==> config.mk <==
export PLATFORM = sky130hd
export DESIGN_NAME = alu_multicycle_exec_flat
export DESIGN_NICKNAME = d
export VERILOG_FILES = /design/src/rtl/alu_defs_pkg.sv /design/src/rtl/alu_multicycle_exec_if.sv /design/src/rtl/alu_multicycle_exec_mul_iter.sv /design/src/rtl/alu_multicycle_exec.sv /design/src/flat_wrapper.sv
export SDC_FILE = /design/constraint.sdc
export NUM_CORES = 1
export LEC_CHECK = 0
export ABC_AREA = 1
export CORE_UTILIZATION = 35
export DETAILED_ROUTE_END_ITERATION = 12
export PLACE_DENSITY = 0.62
export SYNTH_ARGS = -nofsm -noshare
export SYNTH_HDL_FRONTEND = slang
export SYNTH_SLANG_ARGS = --single-unit
==> constraint.sdc <==
create_clock -name clk_i -period 2.5 [get_ports clk_i]
set_input_delay 0.25 -clock clk_i [delete_from_list [all_inputs] [get_ports clk_i]]
set_output_delay 0.25 -clock clk_i [all_outputs]
set_load 0.05 [all_outputs]
==> src/rtl/alu_defs_pkg.sv <==
// Shared ALU definitions: control codes, EX-unit state encoding and a counter sizing helper.
package alu_defs_pkg;

    localparam logic [2:0] ALUCTRL_AND = 3'b000;
    localparam logic [2:0] ALUCTRL_OR  = 3'b001;
    localparam logic [2:0] ALUCTRL_ADD = 3'b010;
    localparam logic [2:0] ALUCTRL_SUB = 3'b110;
    localparam logic [2:0] ALUCTRL_MUL = 3'b111;
    localparam logic [2:0] ALUCTRL_NOP = 3'b011;

    typedef enum logic {
        IDLE = 1'b0,
        MUL  = 1'b1
    } exec_state_e;

    function automatic int unsigned cnt_bits(input int unsigned w);
        return (w > 1) ? $clog2(w) : 1;
    endfunction

endpackage

==> src/rtl/alu_multicycle_exec_if.sv <==
// Op/result bundle between the ID/EX pipeline register side and the EX execution unit.
interface alu_multicycle_exec_if #(
    parameter int unsigned WIDTH = 32
);
    logic             valid_i;
    logic [2:0]       ALUCtrl_i;
    logic [WIDTH-1:0] data1_i;
    logic [WIDTH-1:0] data2_i;
    logic             flush_i;
    logic             ready_o;
    logic             valid_o;
    logic [WIDTH-1:0] data_o;
    logic             zero_o;

    modport master (
        output valid_i, ALUCtrl_i, data1_i, data2_i, flush_i,
        input  ready_o, valid_o, data_o, zero_o
    );

    modport slave (
        input  valid_i, ALUCtrl_i, data1_i, data2_i, flush_i,
        output ready_o, valid_o, data_o, zero_o
    );
endinterface

==> src/rtl/alu_multicycle_exec_mul_iter.sv <==
// Iterative shift-add multiplier datapath; one multiplier bit per step.
// MUL_EARLY_TERM_EN: also signal done once the remaining multiplier bits are all zero.
module mul_iter
    import alu_defs_pkg::*;
#(
    parameter int unsigned WIDTH = 32
) (
    input  logic             clk_i,
    input  logic             rst_i,
    input  logic             i_start,
    input  logic             i_step,
    input  logic [WIDTH-1:0] i_mcand,
    input  logic [WIDTH-1:0] i_mplier,
    output logic [WIDTH-1:0] o_acc_next,
    output logic             o_done
);
    localparam int unsigned CW = cnt_bits(WIDTH);
    localparam logic [CW-1:0] LAST_CNT = CW'(WIDTH - 1);

    logic [WIDTH-1:0] r_acc;
    logic [WIDTH-1:0] r_mcand;
    logic [WIDTH-1:0] r_mplier;
    logic [CW-1:0]    r_cnt;
    logic [WIDTH-1:0] w_acc_next;
    logic             w_last;

    assign w_acc_next = r_mplier[0] ? (r_acc + r_mcand) : r_acc;
    assign w_last     = (r_cnt == LAST_CNT);

`ifdef MUL_EARLY_TERM_EN
    // Done on the step that shifts out the last set multiplier bit.
    assign o_done = w_last || ((r_mplier >> 1) == '0);
`else
    assign o_done = w_last;
`endif

    assign o_acc_next = w_acc_next;

    always_ff @(posedge clk_i or negedge rst_i) begin
        if (!rst_i) begin
            r_acc    <= '0;
            r_mcand  <= '0;
            r_mplier <= '0;
            r_cnt    <= '0;
        end else if (i_start) begin
            r_acc    <= '0;
            r_mcand  <= i_mcand;
            r_mplier <= i_mplier;
            r_cnt    <= '0;
        end else if (i_step) begin
            r_acc    <= w_acc_next;
            r_mcand  <= r_mcand << 1;
            r_mplier <= r_mplier >> 1;
            r_cnt    <= r_cnt + 1'b1;
        end
    end

endmodule

==> src/rtl/alu_multicycle_exec.sv <==
// EX-stage unit: single-cycle add/sub/and/or/nop plus a multi-cycle multiply that stalls upstream.
// Optional MUL_EARLY_TERM_EN shortens multiply latency (handled in mul_iter).
module alu_multicycle_exec
    import alu_defs_pkg::*;
#(
    parameter int unsigned WIDTH = 32
) (
    input  logic                  clk_i,
    input  logic                  rst_i,
    alu_multicycle_exec_if.slave  bus
);
    exec_state_e      r_state;
    exec_state_e      w_state_nxt;
    logic             r_valid;
    logic [WIDTH-1:0] r_data;
    logic             r_zero;
    logic             w_valid_nxt;
    logic [WIDTH-1:0] w_data_nxt;
    logic             w_zero_nxt;
    logic [WIDTH-1:0] w_alu;
    logic             w_start;
    logic             w_step;
    logic [WIDTH-1:0] w_acc_next;
    logic             w_done;

    always_comb begin
        w_alu = '0;
        case (bus.ALUCtrl_i)
            ALUCTRL_ADD: w_alu = bus.data1_i + bus.data2_i;
            ALUCTRL_SUB: w_alu = bus.data1_i - bus.data2_i;
            ALUCTRL_AND: w_alu = bus.data1_i & bus.data2_i;
            ALUCTRL_OR:  w_alu = bus.data1_i | bus.data2_i;
            default:     w_alu = '0;
        endcase
    end

    always_comb begin
        w_state_nxt = r_state;
        w_valid_nxt = 1'b0;
        w_data_nxt  = r_data;
        w_zero_nxt  = r_zero;
        w_start     = 1'b0;
        w_step      = 1'b0;
        case (r_state)
            IDLE: begin
                if (bus.valid_i && !bus.flush_i) begin
                    if (bus.ALUCtrl_i == ALUCTRL_MUL) begin
                        w_start     = 1'b1;
                        w_state_nxt = MUL;
                    end else begin
                        w_valid_nxt = 1'b1;
                        w_data_nxt  = w_alu;
                        w_zero_nxt  = (w_alu == '0);
                    end
                end
            end
            MUL: begin
                // Flush drops the product even on its final iteration.
                if (bus.flush_i) begin
                    w_state_nxt = IDLE;
                end else begin
                    w_step = 1'b1;
                    if (w_done) begin
                        w_state_nxt = IDLE;
                        w_valid_nxt = 1'b1;
                        w_data_nxt  = w_acc_next;
                        w_zero_nxt  = (w_acc_next == '0);
                    end
                end
            end
            default: w_state_nxt = IDLE;
        endcase
    end

    always_ff @(posedge clk_i or negedge rst_i) begin
        if (!rst_i) begin
            r_state <= IDLE;
            r_valid <= 1'b0;
            r_data  <= '0;
            r_zero  <= 1'b0;
        end else begin
            r_state <= w_state_nxt;
            r_valid <= w_valid_nxt;
            r_data  <= w_data_nxt;
            r_zero  <= w_zero_nxt;
        end
    end

    mul_iter #(.WIDTH(WIDTH)) u_mul_iter (
        .clk_i      (clk_i),
        .rst_i      (rst_i),
        .i_start    (w_start),
        .i_step     (w_step),
        .i_mcand    (bus.data1_i),
        .i_mplier   (bus.data2_i),
        .o_acc_next (w_acc_next),
        .o_done     (w_done)
    );

    assign bus.ready_o = (r_state == IDLE);
    assign bus.valid_o = r_valid;
    assign bus.data_o  = r_data;
    assign bus.zero_o  = r_zero;

endmodule
==> src/flat_wrapper.sv <==
// flat-port wrapper written by rule: the top's interface ports become plain ports
module alu_multicycle_exec_flat import alu_defs_pkg::*;
#(
    parameter int unsigned WIDTH = 32
)
  (clk_i, rst_i, bus_valid_i, bus_ALUCtrl_i, bus_data1_i, bus_data2_i, bus_flush_i, bus_ready_o, bus_valid_o, bus_data_o, bus_zero_o);
  alu_multicycle_exec_if #(.WIDTH(WIDTH)) bus_i ();
  input  logic clk_i;
  input  logic rst_i;
  input wire logic [$bits(bus_i.valid_i)-1:0] bus_valid_i;
  input wire logic [$bits(bus_i.ALUCtrl_i)-1:0] bus_ALUCtrl_i;
  input wire logic [$bits(bus_i.data1_i)-1:0] bus_data1_i;
  input wire logic [$bits(bus_i.data2_i)-1:0] bus_data2_i;
  input wire logic [$bits(bus_i.flush_i)-1:0] bus_flush_i;
  output wire logic [$bits(bus_i.ready_o)-1:0] bus_ready_o;
  output wire logic [$bits(bus_i.valid_o)-1:0] bus_valid_o;
  output wire logic [$bits(bus_i.data_o)-1:0] bus_data_o;
  output wire logic [$bits(bus_i.zero_o)-1:0] bus_zero_o;
  assign bus_i.valid_i = bus_valid_i;
  assign bus_i.ALUCtrl_i = bus_ALUCtrl_i;
  assign bus_i.data1_i = bus_data1_i;
  assign bus_i.data2_i = bus_data2_i;
  assign bus_i.flush_i = bus_flush_i;
  assign bus_ready_o = bus_i.ready_o;
  assign bus_valid_o = bus_i.valid_o;
  assign bus_data_o = bus_i.data_o;
  assign bus_zero_o = bus_i.zero_o;
  alu_multicycle_exec #(.WIDTH(WIDTH)) u_core (.clk_i(clk_i), .rst_i(rst_i), .bus(bus_i));
endmodule
==> results by stage <==
Synth:
- In this run, distinct cell masters in the synthesized netlist total 43.
- Synthesis handed over a netlist of 2041 instances.
- The register area share after synthesis is 26.9%.
- When the netlist entered floorplanning its net count stood at 2181.
- A synthesized cell averages 6.20 um2.
- The count of yosys warnings during synthesis is 0.
- The largest total area in the synthesized netlist belongs to dfrtp_1.
- The flip-flop and latch count after synthesis is about 140.
- After synthesis, the cell types taking the most area are dfrtp_1 (27%), nand2_1 (20%), inv_1 (9.8%), ha_1 (6.6%), nand3_1 (6.5%).
- In this run the cell area of the synthesized design comes to 0.0127 mm2.
- The area share of the leading cell type in the synthesized netlist is 26.9%.

Run:
- The tool flagged a number of max-cap violations equal to 0.

Finish:
- The share of the core filled with cells is 55.6%.
- In the layout the commonest cells are nand2_1 (588), buf_4 (454), inv_1 (311), nand3_1 (136), dfrtp_1 (136).
- The area added between synthesis and finish is 56.1%.
- The antenna diode count is 0.
- The number of filler instances in the final layout is approximately 3400.
- Of the cells placed in the final design, the portion with a size suffix greater than 1 is a little under a third.
- In the final design database the tool counted 2732 nets.
- The library cell used most frequently in the layout, excluding fill and tap cells, is nand2_1.

GRT:
- The number of antenna violations at the first check in global routing is 0.
- The maximum number of pins on one net before global-route repair is 57.
- The number of global-route vias before repair is 15100.
- The wire length of the first global-routing pass is roughly 80000 um.
- The total overflow reported by the global router is 0.
- Global routing consumed, over all layers together, 28.1% of the routing resources.

Clock network:
- The TritonCTS clock tree is built.
- The clock buffer count from CTS is 17.
- In this run the clock root is driven by a clkbuf_16.
- The CTS sink count is 136.
- Clock-pin slew was measured on the worst setup and hold paths at 0.06 ns.
- The clock reaches the later pin of the worst-skew pair after roughly 0.42 ns.
- CTS built an H-tree with a depth of 4.
- In this run the deepest clock path goes through 2 buffers.

Timing:
- The hold violation total from the final report is 0.
- Setup violations remaining at the end of the flow were counted as 29.
- Based on the critical path, the design can be clocked at up to between 0.2 and 0.3 GHz.
- The max-slew violation total from the final report is 0.
- The tightest slew margin relative to the limit is 64.9%.
- Setup repair after global routing could not meet its margin everywhere.
- Of the available clock period, the critical path in the final layout requires 141%.
- Setup slack on the critical path of the routed design comes to -1.02 ns.
- Summed over all failing endpoints, the final setup total negative slack is -18.92 ns.
- At the pin with the least slew margin, the transition time is 0.527 ns.
- Clock skew on the completed layout was measured at around 0.011 ns.
- The time the final worst path needs with I/O delays and setup is 3.52 ns.

Worst setup path:
- The setup slack of the worst register-to-register path is -0.23 ns.
- The largest individual stage delay along the critical path comes from the cell ha_4.
- The source of the critical timing path is bus_data2_i[0].
- The startpoint-to-endpoint class of the critical path is in2reg.
- The most prevalent standard cell on the critical path is buf_4.
- For the worst setup path, the data required time is about 2.9 ns.
- The worst register-to-register path has a depth of 19.
- The worst setup path is launched from a primary input.
- STA classifies the critical path endpoint as a register.
- The largest fanout on the critical path is 4.
- The capturing point of the worst reg2reg path is u_core.bus.zero_o.
- The signal arrival time at the worst endpoint is 3.88 ns.
- For this run, the slowest stage of the critical path takes about 0.30 ns.
- The sum of buffers and inverters on the critical path is 15.
- The launch instance of the worst register-to-register path is u_core.u_mul_iter.r_mcand[0].
- Grouping stages by cell kind, the critical path spends the most delay in buffers and inverters.

Routing:
- The first-pass iteration count of the detailed router is 7.
- After the first detailed-routing iteration, the DRC count stood at 1124.
- The remaining antenna violation count after routing is 0.
- After detailed routing, the total wire length is between 50000 and 60000 um.
- The remaining routing DRC violations is 0.
- The total number of vias is 15400.
- The average routed wire per standard cell is approximately 17 um.
- The routed via count divided by cell count is 5.02.

Placement:
- The sum of net half-perimeters after detailed placement is 41300 um.
- The global placer's final weighted congestion is 0.955.
- The number of I/O port buffers is 105.

Floorplan:
- The initial cell density of the core is 35.6%.
- The number of ports placed on the die boundary is approximately 110.
- The die extent in x is 192 um.
- The total number of placement rows is between 60 and 70.
- The floorplan core area is 0.0356 mm2.
- The area of the die is 0.0369 mm2.
- The die outline height is 192 um.

Min path:
- The worst hold path depth is 4.
- The startpoint identified for the worst hold timing path is bus_data2_i[2].
- The path class of the tightest hold or removal check is in2reg.
- The hold-critical path endpoint is u_core.u_mul_iter.r_mplier[2].

Status:
- The run finished, with violations left.
- The final reports fail on setup timing.

Power and ir drop:
- The total power divided by cell area is 692 mW/mm2.
- IR analysis of the VDD net gives a maximum drop of 0.000412 V.
- For this design the static power due to leakage is ~10 nW.
## cell type report
| type | instances | area (um2) | area share [%] |
|---|---|---|---|
| multi-input cells | 1501 | 8930 | 45.2 |
| repair buffers | 587 | 4860 | 24.6 |
| flip-flops and latches | 136 | 3400 | 17.2 |
| inverters | 349 | 1340 | 6.80 |
| well taps | 461 | 577 | 2.92 |
| clock buffers | 19 | 453 | 2.29 |
| clock inverters | 12 | 198 | 1.00 |
## cells in the mapped netlist, drive strengths merged
cell,instances
o21bai,8
nand3b,15
nor3,21
a22o,6
o22ai,16
nand3,167
fa,2
a31oi,25
nand2,677
xor2,30
clkbuf,32
clkinv,3
ha,67
a21oi,93
o21ai,85
o211ai,31
or2,3
buf,23
o221ai,32
nor4,6
nor2,168
a32o,7
o41ai,1
inv,346
nand4,25
dfrtp,136
and2,4
o311ai,1
o31ai,7
o21a,4
## how the worst max path moves through the flow
stage	depth (start not counted)	slack, ns	end
after floorplan	28	-0.62	u_core.bus.zero_o
after global placement	31	-2.14	u_core.bus.zero_o
after detailed placement	31	-2.10	u_core.bus.zero_o
after CTS	34	-1.13	u_core.bus.zero_o
after global routing	36	-1.24	u_core.bus.zero_o
final	35	-1.02	u_core.bus.zero_o
## power breakdown
group | switching (mW) | leakage [nW] | internal, mW | total (mW)
clock | 0.967 | 0.315 | 1.82 | 2.78
sequential | 0.463 | 1.75 | 2.80 | 3.27
combinational | 4.19 | 8.26 | 3.44 | 7.63
total | 5.62 | 10.3 | 8.06 | 13.7
## cells by family after synthesis
kind of cell	Yosys count	share of synthesized area [%]
buf+inv	404	12.1
flops	136	26.9
compound gates	316	15.5
fa+ha+maj	69	6.94
simple gates	1086	36.5
xor+xnor	30	2.08
## through the flow
stage | std cells | cell area [um2] | total power [mW] | hold WS (ns) | worst slack, ns
detailed placement | 2994 | 17600 | 10.2 | 0.246 | -2.10
floorplan | 2041 | 12800 | 6.93 | -0.0456 | -0.625
global placement | 2994 | 17600 | 10.1 | 0.247 | -2.14
CTS | 3050 | 18800 | 13.2 | 0.265 | -1.13
finish | 3065 | 19800 | 13.7 | 0.335 | -1.02
global route | 3065 | 19800 | 14.6 | 0.343 | -1.24
## what timing repair did
action / CTS / global route
hold buffers: 1 / 0
pin swaps: 53 / 92
setup endpoints to repair: 38 / 41
gates resized for setup: 123 / 209
hold endpoints to repair: 52 / 0
buffers inserted: 26 / 19
## worst min-delay path, cell delays in order
cell	delay (ns)
clkbuf_2	0.10
inv_2	0.07
buf_4	0.14
o221ai_1	0.15
## flip-flops by register name, indices dropped and copies added, names as in the netlist
name,count
u_core.u_mul_iter.r_cnt,5
u_core.u_mul_iter.r_mcand,32
u_core.u_mul_iter.r_mplier,32
u_core.bus.zero_o,1
u_core.bus.valid_o,1
u_core.r_state,1
u_core.bus.data_o,32
u_core.u_mul_iter.r_acc,32
## metal layers
metal  global-route usage (%)  up-vias  part of all wire [%]
li1                         -     7711                     -
met1                     37.8     7244                    46
met2                     46.7      372                    47
met3                     2.23       68                   3.7
met4                     10.1        0                   3.1
met5                        0        -                     0
Note: power is estimated with default switching activity, not from simulation.
